$ cat src/rtl/perceptron_trainer_if.sv
`default_nettype none
// ============================================================================
// Module  : perceptron_trainer_if
// Purpose : sample-in / result-out handshake bundle for perceptron_trainer
// Revision: 1.0
// ============================================================================
interface perceptron_trainer_if #(
  parameter int N_IN = 2,
  parameter int X_W  = 4
);
  logic                   in_valid;
  logic                   in_ready;
  logic [N_IN*X_W-1:0]    x_in;
  logic                   label;
  logic                   train;
  logic                   out_valid;
  logic                   y_out;
  logic                   err;

  modport master (
    output in_valid, x_in, label, train,
    input  in_ready, out_valid, y_out, err
  );

  modport slave (
    input  in_valid, x_in, label, train,
    output in_ready, out_valid, y_out, err
  );
endinterface
`default_nettype wire

$ cat src/rtl/perceptron_trainer.sv
`default_nettype none
// ============================================================================
// Module  : perceptron_trainer
// Purpose : single-neuron perceptron, serial MAC, step activation, on-line training
// Revision: 1.0
// ============================================================================
module perceptron_trainer #(
  parameter  int N_IN     = 2,
  parameter  int X_W      = 4,
  parameter  int W_W      = 8,
  parameter  int LR_SHIFT = 0,
  parameter  int CNT_W    = 16,
  localparam int SEL_W    = $clog2(N_IN + 1),
  localparam int ACC_W    = W_W + X_W + $clog2(N_IN + 1)
) (
  input  logic                 clk,
  input  logic                 rst_n,
  perceptron_trainer_if.slave  s_if,
  input  logic                 w_wr_en,
  input  logic [W_W-1:0]       w_wr_data,
  input  logic [SEL_W-1:0]     w_sel,
  output logic [W_W-1:0]       w_rd,
  output logic [CNT_W-1:0]     err_cnt,
  input  logic                 clr_cnt
);

  typedef enum logic [2:0] {
    S_IDLE   = 3'd0,
    S_MAC    = 3'd1,
    S_ACT    = 3'd2,
    S_UPDATE = 3'd3,
    S_DONE   = 3'd4
  } state_t;

  localparam logic [SEL_W-1:0]        LAST_IDX = SEL_W'(N_IN - 1);
  localparam logic signed [ACC_W-1:0] W_MAX    = {{(ACC_W-W_W+1){1'b0}}, {(W_W-1){1'b1}}};
  localparam logic signed [ACC_W-1:0] W_MIN    = {{(ACC_W-W_W+1){1'b1}}, {(W_W-1){1'b0}}};
  localparam logic signed [ACC_W-1:0] ONE      = ACC_W'(1);

  state_t                  state_q, state_d;
  // Index N_IN of the weight array holds the bias.
  logic signed [W_W-1:0]   w_q [N_IN+1];
  logic signed [W_W-1:0]   w_d [N_IN+1];
  logic signed [X_W-1:0]   x_q [N_IN];
  logic signed [X_W-1:0]   x_d [N_IN];
  logic                    label_q, label_d;
  logic                    train_q, train_d;
  logic signed [ACC_W-1:0] acc_q, acc_d;
  logic [SEL_W-1:0]        idx_q, idx_d;
  logic                    y_pend_q, y_pend_d;
  logic                    y_q, y_d;
  logic                    err_q, err_d;
  logic [CNT_W-1:0]        cnt_q, cnt_d;

  logic signed [W_W-1:0]   w_cur;
  logic signed [X_W-1:0]   x_cur;
  logic signed [ACC_W-1:0] prod;
  logic signed [ACC_W-1:0] upd;
  logic                    y_calc;
  logic                    e_calc;
  logic                    cnt_inc;

  function automatic logic signed [ACC_W-1:0] ext_w(input logic signed [W_W-1:0] v);
    ext_w = {{(ACC_W-W_W){v[W_W-1]}}, v};
  endfunction

  function automatic logic signed [ACC_W-1:0] ext_x(input logic signed [X_W-1:0] v);
    ext_x = {{(ACC_W-X_W){v[X_W-1]}}, v};
  endfunction

  function automatic logic signed [W_W-1:0] sat(input logic signed [ACC_W-1:0] v);
    if (v > W_MAX) begin
      sat = W_MAX[W_W-1:0];
    end else if (v < W_MIN) begin
      sat = W_MIN[W_W-1:0];
    end else begin
      sat = v[W_W-1:0];
    end
  endfunction

  // Operand select for the current MAC step; products are formed at full accumulator width.
  always_comb begin
    w_cur = '0;
    x_cur = '0;
    for (int i = 0; i < N_IN; i++) begin
      if (idx_q == SEL_W'(i)) begin
        w_cur = w_q[i];
        x_cur = x_q[i];
      end
    end
    prod = ext_w(w_cur) * ext_x(x_cur);
  end

  assign y_calc  = !acc_q[ACC_W-1] && (acc_q != '0);
  assign e_calc  = train_q && (y_calc != label_q);
  assign cnt_inc = (state_q == S_ACT) && e_calc;

  always_comb begin
    w_rd = '0;
    for (int i = 0; i <= N_IN; i++) begin
      if (w_sel == SEL_W'(i)) begin
        w_rd = w_q[i];
      end
    end
  end

  always_comb begin
    state_d  = state_q;
    w_d      = w_q;
    x_d      = x_q;
    label_d  = label_q;
    train_d  = train_q;
    acc_d    = acc_q;
    idx_d    = idx_q;
    y_pend_d = y_pend_q;
    y_d      = y_q;
    err_d    = err_q;
    upd      = '0;

    case (state_q)
      S_IDLE: begin
        if (w_wr_en) begin
          for (int i = 0; i <= N_IN; i++) begin
            if (w_sel == SEL_W'(i)) begin
              w_d[i] = w_wr_data;
            end
          end
        end else if (s_if.in_valid) begin
          for (int i = 0; i < N_IN; i++) begin
            x_d[i] = s_if.x_in[i*X_W +: X_W];
          end
          label_d = s_if.label;
          train_d = s_if.train;
          acc_d   = ext_w(w_q[N_IN]);
          idx_d   = '0;
          state_d = S_MAC;
        end
      end

      S_MAC: begin
        acc_d = acc_q + prod;
        idx_d = idx_q + SEL_W'(1);
        if (idx_q == LAST_IDX) begin
          state_d = S_ACT;
        end
      end

      S_ACT: begin
        // Results are only published on entry to DONE so y_out/err never move early.
        if (e_calc) begin
          y_pend_d = y_calc;
          state_d  = S_UPDATE;
        end else begin
          y_d     = y_calc;
          err_d   = 1'b0;
          state_d = S_DONE;
        end
      end

      S_UPDATE: begin
        for (int i = 0; i < N_IN; i++) begin
          upd    = ext_x(x_q[i] >>> LR_SHIFT);
          w_d[i] = sat(label_q ? (ext_w(w_q[i]) + upd) : (ext_w(w_q[i]) - upd));
        end
        w_d[N_IN] = sat(label_q ? (ext_w(w_q[N_IN]) + ONE) : (ext_w(w_q[N_IN]) - ONE));
        y_d       = y_pend_q;
        err_d     = 1'b1;
        state_d   = S_DONE;
      end

      S_DONE: begin
        state_d = S_IDLE;
      end

      default: begin
        state_d = S_IDLE;
      end
    endcase
  end

  always_comb begin
    cnt_d = cnt_q;
    if (clr_cnt) begin
      cnt_d = '0;
    end else if (cnt_inc && (cnt_q != '1)) begin
      cnt_d = cnt_q + CNT_W'(1);
    end
  end

  always_ff @(posedge clk or negedge rst_n) begin
    if (!rst_n) begin
      state_q  <= S_IDLE;
      for (int i = 0; i <= N_IN; i++) begin
        w_q[i] <= '0;
      end
      for (int i = 0; i < N_IN; i++) begin
        x_q[i] <= '0;
      end
      label_q  <= 1'b0;
      train_q  <= 1'b0;
      acc_q    <= '0;
      idx_q    <= '0;
      y_pend_q <= 1'b0;
      y_q      <= 1'b0;
      err_q    <= 1'b0;
      cnt_q    <= '0;
    end else begin
      state_q  <= state_d;
      w_q      <= w_d;
      x_q      <= x_d;
      label_q  <= label_d;
      train_q  <= train_d;
      acc_q    <= acc_d;
      idx_q    <= idx_d;
      y_pend_q <= y_pend_d;
      y_q      <= y_d;
      err_q    <= err_d;
      cnt_q    <= cnt_d;
    end
  end

  assign s_if.in_ready  = (state_q == S_IDLE) && !w_wr_en;
  assign s_if.out_valid = (state_q == S_DONE);
  assign s_if.y_out     = y_q;
  assign s_if.err       = err_q;
  assign err_cnt        = cnt_q;

endmodule
`default_nettype wire
$ cat src/flat_wrapper.sv
// flat-port wrapper written by rule: the top's interface ports become plain ports
module perceptron_trainer_flat 
#(
  parameter  int N_IN     = 2,
  parameter  int X_W      = 4,
  parameter  int W_W      = 8,
  parameter  int LR_SHIFT = 0,
  parameter  int CNT_W    = 16,
  localparam int SEL_W    = $clog2(N_IN + 1),
  localparam int ACC_W    = W_W + X_W + $clog2(N_IN + 1)
)
  (clk, rst_n, w_wr_en, w_wr_data, w_sel, w_rd, err_cnt, clr_cnt, s_if_in_valid, s_if_x_in, s_if_label, s_if_train, s_if_in_ready, s_if_out_valid, s_if_y_out, s_if_err);
  perceptron_trainer_if #(.N_IN(N_IN), .X_W(X_W)) s_if_i ();
  input  logic clk;
  input  logic rst_n;
  input  logic w_wr_en;
  input  logic [W_W-1:0] w_wr_data;
  input  logic [SEL_W-1:0] w_sel;
  output logic [W_W-1:0] w_rd;
  output logic [CNT_W-1:0] err_cnt;
  input  logic clr_cnt;
  input wire logic [$bits(s_if_i.in_valid)-1:0] s_if_in_valid;
  input wire logic [$bits(s_if_i.x_in)-1:0] s_if_x_in;
  input wire logic [$bits(s_if_i.label)-1:0] s_if_label;
  input wire logic [$bits(s_if_i.train)-1:0] s_if_train;
  output wire logic [$bits(s_if_i.in_ready)-1:0] s_if_in_ready;
  output wire logic [$bits(s_if_i.out_valid)-1:0] s_if_out_valid;
  output wire logic [$bits(s_if_i.y_out)-1:0] s_if_y_out;
  output wire logic [$bits(s_if_i.err)-1:0] s_if_err;
  assign s_if_i.in_valid = s_if_in_valid;
  assign s_if_i.x_in = s_if_x_in;
  assign s_if_i.label = s_if_label;
  assign s_if_i.train = s_if_train;
  assign s_if_in_ready = s_if_i.in_ready;
  assign s_if_out_valid = s_if_i.out_valid;
  assign s_if_y_out = s_if_i.y_out;
  assign s_if_err = s_if_i.err;
  perceptron_trainer #(.N_IN(N_IN), .X_W(X_W), .W_W(W_W), .LR_SHIFT(LR_SHIFT), .CNT_W(CNT_W)) u_core (.clk(clk), .rst_n(rst_n), .s_if(s_if_i), .w_wr_en(w_wr_en), .w_wr_data(w_wr_data), .w_sel(w_sel), .w_rd(w_rd), .err_cnt(err_cnt), .clr_cnt(clr_cnt));
endmodule
$ cat config.mk
export PLATFORM = sky130hd
export DESIGN_NAME = perceptron_trainer_flat
export DESIGN_NICKNAME = d
export VERILOG_FILES = /design/src/rtl/perceptron_trainer_if.sv /design/src/rtl/perceptron_trainer.sv /design/src/flat_wrapper.sv
export SDC_FILE = /design/constraint.sdc
export NUM_CORES = 1
export LEC_CHECK = 0
export BUFFER_PORTS_ARGS = -buffer_cell sky130_fd_sc_hd__buf_2
export CELL_PAD_IN_SITES_DETAIL_PLACEMENT = 0
export CELL_PAD_IN_SITES_GLOBAL_PLACEMENT = 2
export CORE_ASPECT_RATIO = 1.1
export CORE_MARGIN = 4
export CORE_UTILIZATION = 39
export CTS_BUF_LIST = sky130_fd_sc_hd__clkbuf_4 sky130_fd_sc_hd__clkbuf_8
export DETAILED_ROUTE_END_ITERATION = 7
export GPL_ROUTABILITY_DRIVEN = 0
export PLACE_DENSITY = 0.82
export SETUP_SLACK_MARGIN = 0.5
export SLEW_MARGIN = 20
export SYNTH_ARGS = -nofsm -noshare
export SYNTH_HDL_FRONTEND = slang
export SYNTH_SLANG_ARGS = --single-unit
$ cat constraint.sdc
create_clock -name clk -period 7.8 [get_ports clk]
set_input_delay 2.34 -clock clk [delete_from_list [all_inputs] [get_ports clk]]
set_output_delay 2.34 -clock clk [all_outputs]
set_load 0.01 [all_outputs]
==> results_dict.tcl, run 1 <==
set metrics [dict create \
    status "complete, no violations" \
    slew_violations 0 \
    grt.busiest_layer "met2" \
    clock_latency_ns 0.36 \
    synthesis.nets 890 \
    postCtsHoldBufs 0 \
    grt_use_total_pct 19.40 \
    gr-usage-met3_pct 2.593 \
    numPortBuffers 52 \
    ff2ff_path_depth 25 \
    die_h_microns 145.7 \
    ys.flop_type "dfrtp_1" \
    clock_sinks 72 \
    vias_per_cell 5.357 \
    start_kind "flop" \
    critical_path_class "reg -> reg" \
    regArea_sq_um 1802 \
    tightest_slew_ns 0.8310 \
    dieWidth_microns 133.2 \
    syn_inst 778 \
    dr.pass1.iters 5 \
    max-cap-violations 0 \
    hold_viol 0 \
    r2r_end "u_core.acc_q[13]" \
    reg2reg_slack_ns 1.62 \
    rows 50 \
    relSlewSlack_pct 44.20 \
    routedWlPerCell_microns 17.58 \
    finClkSkew_ns 0.01124 \
    multi_input_area_sq_um 4659 \
    grt_use_met2_pct 35.42 \
    numCtsBuffers 9 \
    tns_ns 0 \
    path_max_fanout 13 \
    die-area_sq_um 19410 \
    clk_pin_slew_worst_paths_ns 0.09 \
    ant_nets 0 \
    hpwl_microns 14450 \
    grt-ovfl-total 0 \
    synthDistinctLibCells 67 \
    vias 5668 \
    nets 932 \
    hold_path_depth 1 \
    hp-class "reg -> reg" \
    cp-startpoint "u_core.idx_q[0]" \
    grt_pass1_wl_microns 30330 \
    ys_warn_count 0 \
    antenna_found_initial 0 \
    drtIter0Drc 303 \
    h-tree-depth 3 \
    hold_path.startpoint "u_core.idx_q[1]" \
    grt_max_degree 73 \
    cts_resized 0 \
    cts_root_buffer "clkbuf_8" \
    synth_seq_cells 72 \
    io_pins 53 \
    worstSetupEndpointType "flop" \
    route.detailed.drc 0 \
    layout_min_cycle_time_ns 6.180 \
    finalSetupViolCount 0 \
    fmax_ghz 0.1618 \
    utilization_pct 43.99 \
    rsz0062_at_grt "false" \
    synth_area_sq_um 6724 \
    cts_buffer_depth 2 \
    nFillCells 1696 \
    stdcell_count 1058 \
    synthArstFlopShare_pct 100.0 \
    synth_edf_count 0 \
    postRouteWirelength_microns 18600 \
    required_ns 8.06 \
    placed_cells 1042 \
    cts_setup_buffers 0 \
    synth-seq-area-share_pct 26.80 \
    cts_tree "built" \
    grt_pass1_vias 5803 \
    avgSynthCellArea_sq_um 8.643 \
    reg2reg_from "u_core.idx_q[0]" \
    min_to "u_core.idx_q[1]" \
    area_growth_pct 10.90 \
    fin_crit_sh_pct 79.23 \
    core_sq_um 16950 \
    drive_gt1_share_pct 13.83 \
    arrival_ns 6.44 \
    diodes 0 \
    met1_usage_pct 24.12 \
    initial_utilization_pct 39.66 \
]
-- cell usage in the layout, fill, tap and decap left out, types with 6 or more instances in the layout --
cell type,count
nand2b_1,10
nand3_1,17
o21ai_1,7
nor2b_1,18
nor3_1,10
o22ai_1,10
inv_1,43
nand2_1,71
o21a_1,10
xnor2_1,27
clkbuf_8,11
xor2_1,26
nor2_1,90
nand4_1,9
a21oi_1,52
buf_2,52
mux2i_1,18
maj3_2,7
a31oi_1,6
mux2_2,15
a22oi_1,9
or3_1,8
dfrtp_1,72
ha_1,66
a21o_1,9
fa_1,21
o21ai_0,47
-- layout make-up --
| cell class | count | share of cell area, % |
|---|---|---|
| multi-input combinational | 637 | 62.48 |
| sequential | 72 | 24.16 |
| timing repair buffer | 57 | 4.262 |
| tap | 234 | 3.926 |
| inverter | 43 | 2.164 |
| clock buffer | 12 | 2.131 |
| clock inverter | 3 | 0.8725 |
-- sequential cells by signal, summed over array words and instances, names as in the netlist --
| register | count |
|---|---|
| u_core.w_q | 24 |
| u_core.err_cnt | 16 |
| u_core.acc_q | 14 |
| u_core.x_q | 8 |
| u_core.state_q | 3 |
| u_core.idx_q | 2 |
| u_core.label_q | 1 |
| u_core.s_if.err | 1 |
| u_core.s_if.y_out | 1 |
| u_core.train_q | 1 |
| u_core.y_pend_q | 1 |
-- layer usage --
metal / vias to the layer above / wire length [microns]
li1: 2827 / -
met1: 2728 / 8049
met2: 93 / 9704
met3: 20 / 559
met4: 0 / 288
met5: - / 0
-- critical path, cell delays in order (launching register included) --
cell       delay (ns)
dfrtp_1          0.40
inv_1            0.06
ha_1             0.34
nand2_1          0.12
nor2_1           0.04
a21oi_1          0.59
nand2b_1         0.22
fa_1             0.43
fa_1             0.52
fa_1             0.48
inv_1            0.07
ha_1             0.17
inv_1            0.06
fa_1             0.40
nor2b_1          0.16
o2111ai_1        0.15
a31oi_1          0.19
xnor2_1          0.18
ha_1             0.39
nand4_1          0.11
a211oi_1         0.25
a21boi_0         0.14
a21oi_1          0.21
xnor2_1          0.16
nor3_1           0.06
nand3b_1         0.17
-- synthesized netlist by cell type (15+ instances only) --
cell | instances | area share (%)
xor2_1 | 26 | 3.4
nand2_1 | 71 | 4.0
nand3_1 | 17 | 1.3
a21oi_1 | 52 | 3.9
nor2b_1 | 18 | 1.7
inv_1 | 43 | 2.4
xnor2_1 | 27 | 3.5
clkbuf_1 | 21 | 1.2
mux2_2 | 15 | 2.5
mux2i_1 | 18 | 2.7
o21ai_0 | 47 | 3.5
nor2_1 | 90 | 5.0
dfrtp_1 | 72 | 27
ha_1 | 66 | 12
fa_1 | 21 | 6.3
-- worst max path at each step --
| stage | end | slack (ns) |
|---|---|---|
| 2_1_floorplan | u_core.acc_q[13] | 1.95 |
| 3_3_place_gp | u_core.acc_q[13] | 1.86 |
| 3_5_place_dp | u_core.acc_q[13] | 1.66 |
| 4_1_cts | u_core.acc_q[13] | 1.62 |
| 5_1_grt | u_core.acc_q[13] | 1.13 |
| 6_report | u_core.acc_q[13] | 1.62 |
-- logic make-up after synthesis --
logic type / count (synthesis) / share of synthesized area, %
AO/OA/AOI/OAI: 190 / 17.94
XOR/XNOR: 55 / 7.387
adder cells (fa/ha/maj): 94 / 19.71
buffers and inverters: 69 / 3.908
flip-flops: 72 / 26.80
multiplexers: 33 / 5.192
AND/OR/NAND/NOR: 265 / 19.07
-- stage by stage --
stage                     area [sq um]  setup WS (ns)  hold WS [ns]
after floorplan                   6724          1.954        0.4732
after global routing              7457          1.126        0.5316
after CTS                         7430          1.619        0.5171
after detailed placement          7206          1.659        0.4943
after global placement            7206          1.859        0.4918
final                             7457          1.620        0.5254
Power of run 1 is not shown: default switching activity piles up to over one toggle a cycle in this logic, so the estimate is an artifact.
==> run 2: changes to the inputs <==
Settings changed: CORE_UTILIZATION 39 to 35, PLACE_DENSITY 0.82 to 0.78.
Clock period 7.8 ns to 5 ns, I/O delays scaled along.
==> results_dict.tcl, run 2 (same netlist as run 1, synthesis figures left out) <==
set metrics [dict create \
    status "finished, violations left" \
    violations "negative setup slack" \
    nFillCells 1850 \
    postRouteWirelength_microns 20400 \
    path_max_fanout 8 \
    multi_input_area_sq_um 5130 \
    critical_path_class "reg -> reg" \
    reg2reg_slack_ns -0.26 \
    arrival_ns 5.52 \
    diodes 0 \
    tightest_slew_ns 0.8651 \
    routedWlPerCell_microns 17.89 \
    gr-usage-met3_pct 3.344 \
    grt_use_total_pct 18.70 \
    grt_max_degree 73 \
    relSlewSlack_pct 41.91 \
    slew_violations 0 \
    postCtsHoldBufs 0 \
    die-area_sq_um 21500 \
    vias_per_cell 5.446 \
    postLayoutSetupSlackWorst_ns -0.2589 \
    utilization_pct 45.68 \
    grt_use_met2_pct 32.28 \
    die_h_microns 153.4 \
    clock_latency_ns 0.38 \
    max-cap-violations 0 \
    finClkSkew_ns 0.01551 \
    required_ns 5.26 \
    met1_usage_pct 24.04 \
    clock_sinks 72 \
    regArea_sq_um 1803 \
    h-tree-depth 3 \
    fin_crit_sh_pct 105.2 \
    hold_viol 0 \
    finalSetupViolCount 4 \
    layout_commonest_cell "nor2_1" \
    initial_utilization_pct 36.14 \
    start_kind "flop" \
    io_pins 53 \
    grt_pass1_vias 6241 \
    dr.pass1.iters 5 \
    clk_pin_slew_worst_paths_ns 0.09 \
    regMostFlops "u_core.w_q" \
    route.detailed.drc 0 \
    dieWidth_microns 140.2 \
    ant_nets 0 \
    hpwl_microns 15690 \
    numCtsBuffers 9 \
    rsz0062_at_grt "true" \
    drtIter0Drc 391 \
    numPortBuffers 52 \
    worstSetupEndpointType "flop" \
    cts_tree "built" \
    largest_register_ffs 24 \
    grt.busiest_layer "met2" \
    hp-class "reg -> reg" \
    rows 52 \
    area_growth_pct 26.42 \
    core_sq_um 18610 \
    antenna_found_initial 0 \
    most-common-layout-cells "nor2_1, dfrtp_1, buf_4, nand2_1, ha_1" \
    nets 1004 \
    grt-ovfl-total 0 \
    drive_gt1_share_pct 28.43 \
    fmax_ghz 0.1902 \
    vias 6209 \
    layout_min_cycle_time_ns 5.259 \
    cts_buffer_depth 2 \
    cts_root_buffer "clkbuf_8" \
    grt_pass1_wl_microns 32440 \
]
## run 2: cell types whose count changed in the layout (fill, tap and decap cells not counted), moves of 6 or more
| cell | previous run | this run |
|---|---|---|
| ha_4 | 0 | 13 |
| o21ai_0 | 47 | 33 |
| nor2_1 | 90 | 82 |
| buf_4 | 4 | 68 |
| a21oi_1 | 52 | 40 |
| o21ai_1 | 7 | 17 |
| nor2_2 | 1 | 7 |
| a21oi_2 | 2 | 10 |
| buf_6 | 0 | 7 |
| ha_1 | 66 | 52 |
## run 2: stage by stage
stage	area, sq um	TNS, ns	hold WS (ns)	std cells	setup WS, ns
4_1_cts	8279	-0.2997	0.5316	1136	-0.2037
3_3_place_gp	7810	-0.4137	0.4916	1113	-0.2253
2_1_floorplan	6883	-0.1835	0.4732	778	-0.1835
5_1_grt	8501	-1.536	0.5472	1140	-0.4595
6_report	8501	-0.4120	0.5237	1140	-0.2589
3_5_place_dp	7810	-0.8366	0.4943	1113	-0.3298
## run 2: worst max-delay path: stages (launching register included)
cell and delay [ns]:
dfrtp_2 0.45, ha_4 0.20, buf_12 0.15, nor2_4 0.12, a21oi_4 0.04, nand2b_4 0.15, fa_1 0.49, fa_1 0.54
fa_2 0.45, inv_2 0.08, ha_4 0.13, inv_2 0.03, fa_2 0.36, nor2b_4 0.14, o2111ai_2 0.15, a31oi_1 0.22
xnor2_1 0.11, ha_1 0.34, nand4_1 0.12, a211oi_2 0.21, a21boi_1 0.10, a21oi_1 0.19, xnor2_1 0.16, nor3_1 0.06
nand3b_1 0.17
## run 2: worst paths after layout
check / startpoint / end / depth (start not counted)
setup / recovery: u_core.idx_q[0] / u_core.acc_q[13] / 24
min in group asynchronous: rst_n / u_core.acc_q[11] / 1
max in group asynchronous: rst_n / u_core.w_q[11] / 2
hold / removal: u_core.y_pend_q / u_core.y_pend_q / 1
setup reg to reg: u_core.idx_q[0] / u_core.acc_q[13] / 24
hold reg to reg: u_core.y_pend_q / u_core.y_pend_q / 1
## run 2: cell type report
| cell class | instances | area share [%] |
|---|---|---|
| Tap cell | 243 | 3.577 |
| Clock inverter | 7 | 0.6918 |
| Clock buffer | 9 | 1.457 |
| Sequential cell | 72 | 21.21 |
| Inverter | 43 | 1.899 |
| Multi-Input combinational cell | 637 | 60.35 |
| Timing Repair Buffer | 129 | 10.82 |
## run 2: what timing repair did
action | in CTS | in global routing
setup buffers | 6 | 3
cloned | 1 | 0
endpoints found under the hold margin | 0 | 0
endpoints found under the setup margin | 9 | 9
pin swaps | 30 | 32
resized for setup | 44 | 29
## run 2: routing by layer
layer	share of wire [%]	wire, microns
met5	0	0
met4	1.9	381
met3	3.8	783
met2	50	10130
met1	45	9098
Power of run 2 is left out for the same reason.
